### src/rtl/adc_sram_fifo_ctrl_if.sv
// Consumer-side valid/ready stream of the ADC sample FIFO.
// master = FIFO controller (source), slave = downstream consumer (sink).
interface adc_sram_fifo_ctrl_if #(
    parameter int unsigned DW = 12
);
    logic [DW-1:0] out_data;
    logic          out_valid;
    logic          out_ready;

    modport master (output out_data, output out_valid, input out_ready);
    modport slave  (input out_data, input out_valid, output out_ready);
endinterface

### src/rtl/adc_sram_fifo_ctrl.sv
// FWFT FIFO controller sequencing a 1-cycle-latency two-port SRAM, with a 2-entry output skid.
// Optional ADC_FIFO_OVF_CNT_EN adds an 8-bit saturating dropped-sample counter (ovf_cnt).
module adc_sram_fifo_ctrl #(
    parameter int unsigned DW = 12,
    parameter int unsigned AW = 4
) (
    input  logic                  CLK,
    input  logic                  RESETN,
    input  logic [DW-1:0]         sample_in,
    input  logic                  sample_valid,
    input  logic                  flush,
    input  logic                  clr_ovf,
    adc_sram_fifo_ctrl_if.master  out_if,
    output logic [AW:0]           level,
    output logic                  full,
    output logic                  empty,
    output logic                  overflow,
    output logic [DW-1:0]         ram_wd,
    output logic [AW-1:0]         ram_waddr,
    output logic                  ram_wen,
    output logic [AW-1:0]         ram_raddr,
    input  logic [DW-1:0]         ram_rd
`ifdef ADC_FIFO_OVF_CNT_EN
    ,
    output logic [7:0]            ovf_cnt
`endif
);

    localparam logic [AW:0] Depth = (AW+1)'(1 << AW);

    logic [AW-1:0] wptr_q, wptr_d;
    logic [AW-1:0] rptr_q, rptr_d;
    logic [AW:0]   level_q, level_d;
    logic [DW-1:0] skid_q [2];
    logic [DW-1:0] skid_d [2];
    logic [1:0]    skid_cnt_q, skid_cnt_d;
    logic          skid_head_q, skid_head_d;
    logic          inflight_q, inflight_d;
    logic          ovf_q, ovf_d;

    logic          push, drop, pop, fetch, out_valid;
    logic [2:0]    occ;

    always_comb begin
        full      = (level_q == Depth);
        out_valid = (skid_cnt_q != 2'd0);
        empty     = (level_q == '0) && !out_valid;
        pop       = out_valid && out_if.out_ready;
        push      = sample_valid && !full && !flush;
        drop      = sample_valid && full && !flush;
        occ       = {1'b0, skid_cnt_q} + {2'b00, inflight_q};
        // Only fetch if the skid has room for the word once everything in flight lands.
        fetch     = !flush && (level_q != '0) && ((occ - {2'b00, pop}) < 3'd2);

        ram_wen   = push;
        ram_waddr = wptr_q;
        ram_wd    = push ? sample_in : '0;
        ram_raddr = rptr_q;

        level     = level_q;
        overflow  = ovf_q;
        out_if.out_valid = out_valid;
        out_if.out_data  = skid_q[skid_head_q];
    end

    always_comb begin
        wptr_d      = wptr_q;
        rptr_d      = rptr_q;
        level_d     = level_q;
        skid_d      = skid_q;
        skid_cnt_d  = skid_cnt_q;
        skid_head_d = skid_head_q;
        inflight_d  = inflight_q;
        ovf_d       = drop | (ovf_q & ~clr_ovf);

        if (flush) begin
            wptr_d      = '0;
            rptr_d      = '0;
            level_d     = '0;
            skid_cnt_d  = 2'd0;
            skid_head_d = 1'b0;
            inflight_d  = 1'b0;
        end else begin
            wptr_d     = wptr_q + AW'(push);
            rptr_d     = rptr_q + AW'(fetch);
            level_d    = level_q + (AW+1)'(push) - (AW+1)'(fetch);
            inflight_d = fetch;
            if (inflight_q) begin
                skid_d[skid_head_q ^ skid_cnt_q[0]] = ram_rd;
            end
            if (pop) begin
                skid_head_d = ~skid_head_q;
            end
            skid_cnt_d = skid_cnt_q + 2'(inflight_q) - 2'(pop);
        end
    end

    always_ff @(posedge CLK or negedge RESETN) begin
        if (!RESETN) begin
            wptr_q      <= '0;
            rptr_q      <= '0;
            level_q     <= '0;
            skid_q[0]   <= '0;
            skid_q[1]   <= '0;
            skid_cnt_q  <= 2'd0;
            skid_head_q <= 1'b0;
            inflight_q  <= 1'b0;
            ovf_q       <= 1'b0;
        end else begin
            wptr_q      <= wptr_d;
            rptr_q      <= rptr_d;
            level_q     <= level_d;
            skid_q[0]   <= skid_d[0];
            skid_q[1]   <= skid_d[1];
            skid_cnt_q  <= skid_cnt_d;
            skid_head_q <= skid_head_d;
            inflight_q  <= inflight_d;
            ovf_q       <= ovf_d;
        end
    end

`ifdef ADC_FIFO_OVF_CNT_EN
    logic [7:0] ovf_cnt_q, ovf_cnt_d;

    always_comb begin
        ovf_cnt_d = ovf_cnt_q;
        if (drop) begin
            if (clr_ovf) begin
                ovf_cnt_d = 8'd1;
            end else if (ovf_cnt_q != 8'hFF) begin
                ovf_cnt_d = ovf_cnt_q + 8'd1;
            end
        end else if (clr_ovf) begin
            ovf_cnt_d = 8'd0;
        end
        ovf_cnt = ovf_cnt_q;
    end

    always_ff @(posedge CLK or negedge RESETN) begin
        if (!RESETN) begin
            ovf_cnt_q <= 8'd0;
        end else begin
            ovf_cnt_q <= ovf_cnt_d;
        end
    end
`endif

endmodule

### src/flat_wrapper.sv
// flat-port wrapper written by rule: the top's interface ports become plain ports
module adc_sram_fifo_ctrl_flat 
#(
    parameter int unsigned DW = 12,
    parameter int unsigned AW = 4
)
  (CLK, RESETN, sample_in, sample_valid, flush, clr_ovf, level, full, empty, overflow, ram_wd, ram_waddr, ram_wen, ram_raddr, ram_rd, out_if_out_data, out_if_out_valid, out_if_out_ready);
  adc_sram_fifo_ctrl_if #(.DW(DW)) out_if_i ();
  input  logic CLK;
  input  logic RESETN;
  input  logic [DW-1:0] sample_in;
  input  logic sample_valid;
  input  logic flush;
  input  logic clr_ovf;
  output logic [AW:0] level;
  output logic full;
  output logic empty;
  output logic overflow;
  output logic [DW-1:0] ram_wd;
  output logic [AW-1:0] ram_waddr;
  output logic ram_wen;
  output logic [AW-1:0] ram_raddr;
  input  logic [DW-1:0] ram_rd;
  output wire logic [$bits(out_if_i.out_data)-1:0] out_if_out_data;
  output wire logic [$bits(out_if_i.out_valid)-1:0] out_if_out_valid;
  input wire logic [$bits(out_if_i.out_ready)-1:0] out_if_out_ready;
  assign out_if_out_data = out_if_i.out_data;
  assign out_if_out_valid = out_if_i.out_valid;
  assign out_if_i.out_ready = out_if_out_ready;
  adc_sram_fifo_ctrl #(.DW(DW), .AW(AW)) u_core (.CLK(CLK), .RESETN(RESETN), .sample_in(sample_in), .sample_valid(sample_valid), .flush(flush), .clr_ovf(clr_ovf), .out_if(out_if_i), .level(level), .full(full), .empty(empty), .overflow(overflow), .ram_wd(ram_wd), .ram_waddr(ram_waddr), .ram_wen(ram_wen), .ram_raddr(ram_raddr), .ram_rd(ram_rd));
endmodule
### config.mk
export PLATFORM = sky130hd
export DESIGN_NAME = adc_sram_fifo_ctrl_flat
export DESIGN_NICKNAME = d
export VERILOG_FILES = /design/src/rtl/adc_sram_fifo_ctrl_if.sv /design/src/rtl/adc_sram_fifo_ctrl.sv /design/src/flat_wrapper.sv
export SDC_FILE = /design/constraint.sdc
export NUM_CORES = 1
export LEC_CHECK = 0
export BUFFER_PORTS_ARGS = -buffer_cell sky130_fd_sc_hd__buf_2
export CORE_MARGIN = 5
export CORE_UTILIZATION = 30
export DETAILED_ROUTE_END_ITERATION = 10
export PLACE_DENSITY = 0.62
export SETUP_SLACK_MARGIN = 0.3
export SLEW_MARGIN = 25
export SYNTH_ARGS = -nofsm -noshare
export SYNTH_HDL_FRONTEND = slang
export SYNTH_SLANG_ARGS = --single-unit
### constraint.sdc
create_clock -name CLK -period 4.8 [get_ports CLK]
set_input_delay 1.44 -clock CLK [delete_from_list [all_inputs] [get_ports CLK]]
set_output_delay 1.44 -clock CLK [all_outputs]
set_load 0.1 [all_outputs]
Yosys cells after proc, flatten, opt, wreduce, memory -nomap -nowiden
Index checks and enable logic that the tools add are counted.
{"block": "word_totals", "out_inout_bits": 42, "elab_cells": 61, "ff_bits": 42, "inputBits": 30}
{"block": "classes", "n_bitwise": 8, "n_eq_ne": 1, "n_mux": 14, "n_reduce_logical": 17, "order_cmp": 4, "n_addsub": 8}
{"cell": "2-to-1 mux 12 bit", "n": 5}
{"cell": "bitwise mux 24 bit", "n": 1}
{"cell": "demux 12 bit (select 1 bit)", "n": 1}
{"cell": "logical AND 1 bit", "n": 9}
{"cell": "adder 4 x 1 -> 4 bit", "n": 2}
{"cell": "2-to-1 mux 4 bit", "n": 2}
{"cell": "adder 5 x 1 -> 5 bit", "n": 1}
{"cell": "== test 5 bit, second input constant", "n": 1}
{"cell": "logical NOT 5 bit", "n": 1}
{"cell": "2-to-1 mux 5 bit", "n": 1}
{"cell": "nonzero test 5 bit", "n": 1}
{"cell": "subtractor 5 x 1 -> 5 bit", "n": 1}
{"cell": ">= comparator 2 bit, second input constant", "n": 2}
{"cell": "inverter 1 -> 2 bit", "n": 2}
{"cell": "nonzero test 2 bit", "n": 2}
{"cell": "adder 2 x 1 -> 3 bit", "n": 1}
{"cell": "logical NOT 1 bit", "n": 3}
{"cell": "< comparator 3 x 2 -> 1 bit, second input constant", "n": 1}
{"cell": "2-to-1 mux 1 bit", "n": 3}
{"cell": "inverter 1 bit", "n": 3}
{"cell": "subtractor 3 x 1 -> 3 bit", "n": 1}
{"cell": "adder 2 x 1 -> 2 bit", "n": 1}
{"cell": "< comparator 2 x 1 -> 1 bit, second input constant", "n": 1}
{"cell": "2-to-1 mux 2 bit", "n": 1}
{"cell": "5 further kinds", "n": 5}

Longest topological paths before layout
Gate-level depths: netlist (run 1).
{"block": "logic_depth", "ltp_word": 7, "ltp_mapped": 16, "ltp_nobuf": 16}

Worst setup path before layout (run 1)
No wires, ideal clock.
{"block": "synth_timing", "kind": "reg-to-output", "startpoint": "register u_core.level_q[2] (netlist: u_core.level[2])", "endpoint": "output port ram_wd[10]", "path_stages_with_launch": 7, "path_buffers": 1, "arrival_time_ps": 3371, "slack_ps": -11, "required_time_ps": 3360, "cell_sequence": "dfrtp_1 inv_1 ha_1 and4bb_2 nor3b_2 buf_2 and2_1"}
{"block": "synth_via", "elab_chain_len": 5}
{"element": "start: declaration", "line_no": "adc_sram_fifo_ctrl.sv:33", "text": "logic [AW:0] level_q, level_d;"}
{"element": "start signal: assignment", "line_no": "adc_sram_fifo_ctrl.sv:112", "text": "level_q <= level_d;"}
{"element": "== test 5 bit", "line_no": "adc_sram_fifo_ctrl.sv:45", "text": "full = (level_q == Depth);"}
{"element": "named net full", "line_no": "flat_wrapper.sv:16", "text": "output logic full;"}
{"element": "logical NOT 1 bit", "line_no": "adc_sram_fifo_ctrl.sv:49", "text": "push = sample_valid && !full && !flush;"}
{"element": "logical AND 1 bit (2 in series)", "line_no": "adc_sram_fifo_ctrl.sv:49"}
{"element": "named net ram_wen", "line_no": "flat_wrapper.sv:21", "text": "output logic ram_wen;"}
{"element": "2-to-1 mux 12 bit", "line_no": "adc_sram_fifo_ctrl.sv:57", "text": "ram_wd = push ? sample_in : '0;"}
{"element": "end: declaration", "line_no": "flat_wrapper.sv:19", "text": "output logic [DW-1:0] ram_wd;"}
The timed path passes the listed nets, and every way through them passes these cells.

Final worst setup path (run 1)
{"block": "layout_timing", "startpoint": "input port out_if_out_ready", "endpoint": "register u_core.level_q[4] (netlist: u_core.level[4])"}
{"block": "layout_via", "elab_chain_len": 6}
{"element": "start: declaration", "line_no": "flat_wrapper.sv:26", "text": "input wire logic [$bits(out_if_i.out_ready)-1:0] out_if_out_ready;"}
{"element": "logical AND 1 bit", "line_no": "adc_sram_fifo_ctrl.sv:48", "text": "pop = out_valid && out_if.out_ready;"}
{"element": "subtractor 3 x 1 -> 3 bit", "line_no": "adc_sram_fifo_ctrl.sv:53", "text": "fetch = !flush && (level_q != '0) && ((occ - {2'b00, pop}) < 3'd2);"}
{"element": "< comparator 3 x 2 -> 1 bit", "line_no": "adc_sram_fifo_ctrl.sv:53"}
{"element": "logical AND 1 bit", "line_no": "adc_sram_fifo_ctrl.sv:53"}
{"element": "subtractor 5 x 1 -> 5 bit", "line_no": "adc_sram_fifo_ctrl.sv:86", "text": "level_d = level_q + (AW+1)'(push) - (AW+1)'(fetch);"}
{"element": "2-to-1 mux 5 bit", "line_no": "adc_sram_fifo_ctrl.sv:76", "text": "if (flush) begin"}
{"element": "named net u_core.level_d[4]", "line_no": "adc_sram_fifo_ctrl.sv:33"}
The timed path passes the listed nets, and every way through them passes these cells.
A chain may end at the register's enable or synchronous reset.

==> results of run 1 <==
## how the worst min path moves through the flow
stage,from,end,slack [ns],cells after the start
6_report,u_core.skid_q[3]$_DFFE_PN0P_,u_core.skid_q[3]$_DFFE_PN0P_,0.51,1
5_1_grt,u_core.skid_q[7]$_DFFE_PN0P_,u_core.skid_q[7]$_DFFE_PN0P_,0.52,1
3_3_place_gp,u_core.skid_q[0]$_DFFE_PN0P_,u_core.skid_q[0]$_DFFE_PN0P_,0.48,1
3_5_place_dp,u_core.skid_q[7]$_DFFE_PN0P_,u_core.skid_q[7]$_DFFE_PN0P_,0.49,1
4_1_cts,u_core.skid_q[3]$_DFFE_PN0P_,u_core.skid_q[3]$_DFFE_PN0P_,0.51,1
2_1_floorplan,u_core.skid_q[0]$_DFFE_PN0P_,u_core.skid_q[0]$_DFFE_PN0P_,0.47,1
## layout by cell type (no fill, tap or decap), types with 2 or more instances in the layout
cell / instances
sky130_fd_sc_hd__buf_2: 70
sky130_fd_sc_hd__dfrtp_1: 40
sky130_fd_sc_hd__mux2_4: 20
sky130_fd_sc_hd__mux2_2: 16
sky130_fd_sc_hd__inv_1: 11
sky130_fd_sc_hd__ha_1: 11
sky130_fd_sc_hd__nor2_1: 10
sky130_fd_sc_hd__and2_2: 9
sky130_fd_sc_hd__nor2b_1: 8
sky130_fd_sc_hd__clkbuf_8: 5
sky130_fd_sc_hd__xnor2_1: 4
sky130_fd_sc_hd__xor2_1: 4
sky130_fd_sc_hd__buf_4: 4
sky130_fd_sc_hd__and2_1: 3
sky130_fd_sc_hd__nand3_1: 3
sky130_fd_sc_hd__a21oi_1: 3
sky130_fd_sc_hd__nand2b_1: 3
sky130_fd_sc_hd__nor4b_1: 2
sky130_fd_sc_hd__clkbuf_1: 2
sky130_fd_sc_hd__dfrtp_2: 2
## routing by layer
metal / wire length (um) / up-vias / share of wire / GRT usage
met5: 0 / - / 0 / 0
met1: 2270 / 709 / 0.49 / 0.142
met3: 371 / 4 / 0.079 / 0.0310
li1: - / 730 / - / -
met2: 1980 / 64 / 0.42 / 0.172
met4: 53 / 0 / 0.011 / 0.0350
## layout make-up
class                           instances  area (sq um)  area share
Sequential cell                        42          1050       0.371
Timing Repair Buffer                   74           380       0.134
Tap cell                               99           124      0.0437
Inverter                               11          41.3      0.0146
Clock inverter                          1          30.0      0.0106
Clock buffer                            7          76.3      0.0269
Multi-Input combinational cell        113          1130       0.399
## flip-flops by register name, summed over array words and instances, names as in the netlist
name,count
u_core.inflight_q,1
u_core.level,5
u_core.overflow,1
u_core.ram_raddr,4
u_core.ram_waddr,4
u_core.skid_cnt_q,2
u_core.skid_head_q,1
u_core.skid_q,24
## cells by family (layout without fill, tap and decap cells)
family	after synthesis	in the layout	share of synthesized area
buf+inv	18	93	0.0451
mux	36	36	0.214
compound gates	8	8	0.0234
xor+xnor	9	9	0.0384
simple gates	46	46	0.128
fa+ha+maj	14	14	0.0845
flops	42	42	0.467
## metrics by stage
| stage | cells | hold slack (ns) | utilization |
|---|---|---|---|
| after floorplan | 173 | 0.475 | - |
| after global placement | 339 | 0.483 | 0.371 |
| after detailed placement | 339 | 0.488 | 0.371 |
| after CTS | 347 | 0.512 | 0.386 |
| after global routing | 347 | 0.519 | 0.389 |
| final | 347 | 0.508 | 0.389 |
## worst reg2reg max path, stage by stage, from the launching register on
cell and delay [ns]:
sky130_fd_sc_hd__dfrtp_1 0.43, sky130_fd_sc_hd__o21a_1 0.23, sky130_fd_sc_hd__ha_1 0.27, sky130_fd_sc_hd__inv_1 0.05, sky130_fd_sc_hd__ha_1 0.14, sky130_fd_sc_hd__inv_1 0.05
sky130_fd_sc_hd__fa_1 0.37, sky130_fd_sc_hd__xor2_1 0.17, sky130_fd_sc_hd__nor4b_2 0.33, sky130_fd_sc_hd__ha_1 0.28, sky130_fd_sc_hd__inv_1 0.06, sky130_fd_sc_hd__ha_2 0.16
sky130_fd_sc_hd__inv_1 0.05, sky130_fd_sc_hd__fa_2 0.35, sky130_fd_sc_hd__nand2b_4 0.15, sky130_fd_sc_hd__a2111o_1 0.37, sky130_fd_sc_hd__o21ai_2 0.06
==> insert_results.sql, run 1 <==
INSERT INTO impl_metrics (metric_group, metric, value, unit) VALUES
('run_status', 'status', 'finished clean', ''),
('placement', 'place_worst_setup_slack', '0.0583', 'ns'),
('setup_path', 'worst-r2r-setup-slack', '1.21', 'ns'),
('cts', 'cts_hold_repair.buffers', '0', ''),
('setup_path', 'crit-reg2reg-capture', 'u_core.level[4]$_DFF_PN0_', ''),
('synth', 'netlist_top_cells_count', 'sky130_fd_sc_hd__dfrtp_1, sky130_fd_sc_hd__mux2_4, sky130_fd_sc_hd__mux2_2', ''),
('setup_path', 'setup.worst_path.class', 'primary input to register', ''),
('synth', 'synthDominantAreaCellType', 'sky130_fd_sc_hd__dfrtp_1', ''),
('cts', 'htreeDepth', '2', ''),
('placement', 'dpl_cell_area', '2710', 'sq um'),
('synth', 'synth.net_count', '217', ''),
('cts', 'cts-resized-gates', '0', ''),
('route', 'remaining_drc_errors', '0', ''),
('cts', 'clk_lat_worst_skew', '0.29', 'ns'),
('synth', 'count_of_flip_flops_with_a_built_in_enable_after_synthesis', '0', ''),
('setup_path', 'worstSetupPathDepth', '17', ''),
('grt', 'wire_length_of_the_first_global_routing_pass', '7730', 'um'),
('setup_path', 'crit_slowest_cell', 'sky130_fd_sc_hd__fa_1', ''),
('grt', 'global_route.overflow_total', '0', ''),
('synth', 'syn_area', '2250', 'sq um'),
('route', 'ant_nets', '0', ''),
('die', 'ioPinCount', '72', ''),
('route', 'detailedRoute.firstIterationViolations', '36', ''),
('route', 'firstDrtPassIters', '4', ''),
('placement', 'buffer_ports.inserted', '71', ''),
('setup_path', 'worstSetupEndpoint', 'u_core.level[4]$_DFF_PN0_', ''),
('synth', 'postSynth.topFlopCell', 'sky130_fd_sc_hd__dfrtp_1', ''),
('hold_path', 'worstHoldPathType', 'register to register', ''),
('route', 'wirelength', '4670', 'um'),
('cts', 'clkTransAtPathRegs', '0.08', 'ns'),
('die', 'initial_utilization', '0.309', ''),
('synth', 'ys.warnings.count', '0', ''),
('setup_path', 'worstSetupStartpoint', 'out_if_out_ready', ''),
('synth', 'post_synth_main_area_contributors', 'sky130_fd_sc_hd__dfrtp_1, sky130_fd_sc_hd__mux2_4, sky130_fd_sc_hd__mux2_2', ''),
('route', 'wl_per_cell', '13.5', 'um'),
('timing', 'max_clock_freq', '0.233', 'GHz'),
('synth', 'yosysTopAreaCellShare', '0.467', ''),
('setup_path', 'timing.reg2reg.worst_path_depth', '16', ''),
('synth', 'postSynth.asyncResetShare', '1.00', ''),
('grt', 'grt_usage', '0.108', ''),
('grt', 'initial_antenna_violation_count', '0', ''),
('timing', 'finalWorstPathRequiredPeriod', '4.29', 'ns'),
('layout', 'fillerInstances', '745', ''),
('timing', 'rsz0062_at_grt', 'false', ''),
('timing', 'timing_worst_slew_pin_value', '0.889', 'ns'),
('synth', 'synthesis.area_per_instance', '13.0', 'sq um'),
('cts', 'clkSinkCount', '42', ''),
('setup_path', 'crit_top_cell', 'sky130_fd_sc_hd__inv_1', ''),
('cts', 'post-cts-setup-buffers', '0', ''),
('die', 'die_area', '9330', 'sq um'),
('die', 'die_height', '96.6', 'um'),
('layout', 'insertedDiodeCount', '0', ''),
('layout', 'post_route_cells_drive_above_1_share', '0.560', ''),
('timing', 'maxSlewHeadroom', '0.407', ''),
('setup_path', 'reg2reg_from', 'u_core.skid_cnt_q[0]$_DFF_PN0_', ''),
('synth', 'synthCells', '173', ''),
('setup_path', 'cell_chain_of_the_critical_path', 'buf_2 -> o21a_1 -> ha_1 -> inv_1 -> ha_1 -> inv_1 -> fa_1 -> xor2_1 -> nor4b_2 -> ha_1 -> inv_1 -> ha_2 -> inv_1 -> fa_2 -> nand2b_4 -> a2111o_1 -> o21ai_2', ''),
('synth', 'yosys_register_bits', '42', ''),
('cts', 'clock-root-buffer', 'sky130_fd_sc_hd__clkbuf_8', ''),
('setup_path', 'worstSetupEndpointType', 'register', ''),
('setup_path', 'worst_path_dominant_cell_family', 'adder cells', ''),
('run', 'cap_violations', '0', ''),
('die', 'die_width', '96.6', 'um'),
('setup_path', 'worst_endpoint_data_arrival_time', '4.51', 'ns'),
('synth', 'sequential_element_share_of_the_synthesized_area', '0.467', ''),
('setup_path', 'critical_path.n_buffers_inverters', '5', ''),
('timing', 'final.period_utilization', '0.895', ''),
('timing', 'setup_tns', '0', 'ns'),
('timing', 'clock_skew', '0.00366', 'ns'),
('cts', 'number_of_clock_buffers_inserted_by_tritoncts', '5', ''),
('setup_path', 'timing.critical_path.required', '5.02', 'ns');
Power of run 1 is left out: the tool's default activity adds up to more than one toggle a clock period on the data nets, which glitch-free logic cannot reach.
==> run 2: changes to the inputs <==
--- a/config.mk
+++ b/config.mk
@@ -10,6 +10,7 @@
 export CORE_UTILIZATION = 30
 export DETAILED_ROUTE_END_ITERATION = 10
 export PLACE_DENSITY = 0.62
+export RECOVER_POWER = 25
 export SETUP_SLACK_MARGIN = 0.3
 export SLEW_MARGIN = 25
 export SYNTH_ARGS = -nofsm -noshare
==> run 2 against run 1 <==
  * The run now ends with max-capacitance violations, max-slew violations left
  * Sequential share of layout area about the same
  * Register-to-register slack about the same
  * Cell count is the same
  * Cell area is 0.13% lower
  * Global-route usage did not move
  * Worst hold slack did not move
  * Routed wire length about the same
  * Highest routed layer unchanged
==> insert_results.sql, run 2 (synthesis results as in run 1) <==
INSERT INTO impl_metrics (metric_group, metric, value, unit) VALUES
('route', 'avgViaCountPerCell', '4.34', ''),
('hold_path', 'hold-path-endpoint', 'u_core.skid_q[3]$_DFFE_PN0P_', ''),
('run_status', 'failed_checks', 'max-capacitance violations, max-slew violations', ''),
('die', 'initial_utilization', '0.309', ''),
('die', 'die_height', '96.6', 'um'),
('grt', 'largest_net_degree_at_the_start_of_global_routing', '43', ''),
('cts', 'number_of_clock_buffers_inserted_by_tritoncts', '5', ''),
('route', 'firstDrtPassIters', '4', ''),
('route', 'wirelength', '4670', 'um'),
('run_status', 'status', 'finished, violations left', ''),
('setup_path', 'worst_endpoint_data_arrival_time', '4.51', 'ns'),
('setup_path', 'cp_max_fo', '2', ''),
('layout', 'num-nets-final', '291', ''),
('layout', 'area.growth.synth_to_final', '25.9', '%'),
('setup_path', 'timing.reg2reg.worst_path_depth', '16', ''),
('die', 'die_width', '96.6', 'um'),
('setup_path', 'crit_top_cell', 'sky130_fd_sc_hd__inv_1', ''),
('timing', 'max_clock_freq', '0.233', 'GHz'),
('cts', 'clkSinkCount', '42', ''),
('cts', 'cts_buffer_depth', '2', ''),
('die', 'die_area', '9330', 'sq um'),
('layout', 'insertedDiodeCount', '0', ''),
('die', 'placeableCoreArea', '7290', 'sq um'),
('hold_path', 'hold_path_startpoint', 'u_core.skid_q[3]$_DFFE_PN0P_', ''),
('layout', 'regMostFlops', 'u_core.skid_q', ''),
('layout', 'most_frequent_standard_cell_in_the_layout_excluding_fill_and_tap_cells', 'sky130_fd_sc_hd__buf_2', ''),
('timing', 'final.period_utilization', '0.895', ''),
('setup_path', 'crit-reg2reg-capture', 'u_core.level[4]$_DFF_PN0_', ''),
('timing', 'clock_skew', '0.00366', 'ns'),
('timing', 'finalHoldViolations', '0', ''),
('grt', 'first_global_vias', '1639', ''),
('timing', 'finalWorstPathRequiredPeriod', '4.29', 'ns'),
('layout', 'largest_register_ffs', '24', ''),
('timing', 'timing_worst_slew_pin_value', '2.26', 'ns'),
('die', 'num_rows', '31', ''),
('cts', 'htreeDepth', '2', ''),
('hold_path', 'worstHoldPathType', 'register to register', ''),
('placement', 'buffer_ports.inserted', '71', ''),
('setup_path', 'setup.worst_path.class', 'primary input to register', ''),
('layout', 'final_cell_mix', 'sky130_fd_sc_hd__buf_2, sky130_fd_sc_hd__dfrtp_1, sky130_fd_sc_hd__mux2_4, sky130_fd_sc_hd__mux2_2', ''),
('route', 'detailedRoute.firstIterationViolations', '36', ''),
('route', 'remaining_drc_errors', '0', ''),
('setup_path', 'timing.critical_path.required', '5.02', 'ns'),
('setup_path', 'worst-r2r-setup-slack', '1.21', 'ns'),
('route', 'wl_per_cell', '13.5', 'um'),
('timing', 'rsz0062_at_grt', 'false', ''),
('timing', 'maxSlewHeadroom', '-0.503', ''),
('placement', 'dp_hpwl', '3330', 'um'),
('setup_path', 'reg2reg_from', 'u_core.skid_cnt_q[0]$_DFF_PN0_', ''),
('grt', 'initial_antenna_violation_count', '0', ''),
('die', 'ioPinCount', '72', ''),
('setup_path', 'crit_path_start_kind', 'primary input', ''),
('setup_path', 'worstSetupEndpointType', 'register', ''),
('cts', 'clock-root-buffer', 'sky130_fd_sc_hd__clkbuf_8', ''),
('route', 'via_count', '1507', ''),
('placement', 'routability_cong', '0.733', ''),
('layout', 'fillerInstances', '747', ''),
('setup_path', 'crit_slowest_cell', 'sky130_fd_sc_hd__fa_1', ''),
('layout', 'post_route_cells_drive_above_1_share', '0.556', ''),
('cts', 'clkTransAtPathRegs', '0.08', 'ns'),
('cts', 'post-cts-setup-buffers', '0', ''),
('setup_path', 'worst_path_largest_cell_delay', '0.37', 'ns'),
('layout', 'finish.utilization', '0.388', ''),
('grt', 'global_route.overflow_total', '0', ''),
('setup_path', 'cell_chain_of_the_critical_path', 'buf_2 -> o21a_1 -> ha_1 -> inv_1 -> ha_1 -> inv_1 -> fa_1 -> xor2_1 -> nor4b_2 -> ha_1 -> inv_1 -> ha_2 -> inv_1 -> fa_2 -> nand2b_4 -> a2111o_1 -> o21ai_2', ''),
('timing', 'finalSetupViolCount', '0', ''),
('cts', 'cts_tree', 'yes', ''),
('run', 'cap_violations', '1', ''),
('timing', 'final-max-slew-violation-count', '43', ''),
('route', 'ant_nets', '0', ''),
('hold_path', 'holdPathStages', '1', ''),
('grt', 'grt_usage', '0.108', ''),
('cts', 'clk_lat_worst_skew', '0.29', 'ns'),
('timing', 'setup_tns', '0', 'ns'),
('grt', 'wire_length_of_the_first_global_routing_pass', '7730', 'um');
run 2: cell types whose count changed in the layout (fill, tap and decap cells not counted), sizes merged:
cell	previous run	this run
clkbuf	7	8
buf	74	73
run 2: area by class of cell:
| type | count | area [sq um] | area share |
|---|---|---|---|
| clock inverters | 1 | 30.0 | 0.0106 |
| flip-flops and latches | 42 | 1050 | 0.372 |
| multi-input cells | 113 | 1130 | 0.399 |
| repair buffers | 74 | 377 | 0.133 |
| clock buffers | 7 | 76.3 | 0.0269 |
| inverters | 11 | 41.3 | 0.0146 |
| well taps | 99 | 124 | 0.0437 |
run 2: stage by stage:
step | hold WS (ns) | worst slack, ns | cells | instance area [sq um]
after CTS | 0.512 | 0.369 | 347 | 2810
final | 0.508 | 0.506 | 347 | 2830
after floorplan | 0.475 | 0.371 | 173 | 2260
after global placement | 0.483 | 0.164 | 339 | 2710
after global routing | 0.519 | 0.313 | 347 | 2830
after detailed placement | 0.488 | 0.0583 | 339 | 2710
run 2: repair_timing:
action	in CTS	in global routing
endpoints found under the setup margin	0	1
gates resized for setup	0	6
hold buffers	0	0
run 2: critical path: cells and delay by family:
kind,cells,cell delay [ns]
buf+inv,5,0.31
simple gates,2,0.48
fa+ha+maj,6,1.57
xor+xnor,1,0.17
compound gates,3,0.54
run 2: layer usage:
layer / vias to the layer above / share of wire / track usage
met5: - / 0 / 0
met1: 709 / 0.49 / 0.142
met4: 0 / 0.011 / 0.0350
li1: 730 / - / -
met2: 64 / 0.42 / 0.172
met3: 4 / 0.079 / 0.0310
run 2: how the worst max path moves through the flow:
stage                                start                   endpoint  slack (ns)  cells after the start
after floorplan           out_if_out_ready  u_core.level[4]$_DFF_PN0_        0.37                     16
after global placement    out_if_out_ready  u_core.level[4]$_DFF_PN0_        0.16                     17
after detailed placement  out_if_out_ready  u_core.level[4]$_DFF_PN0_        0.06                     17
after CTS                 out_if_out_ready  u_core.level[4]$_DFF_PN0_        0.37                     17
after global routing      out_if_out_ready  u_core.level[4]$_DFF_PN0_        0.31                     17
final                     out_if_out_ready  u_core.level[4]$_DFF_PN0_        0.51                     17
Power of run 2 is left out for the same reason.
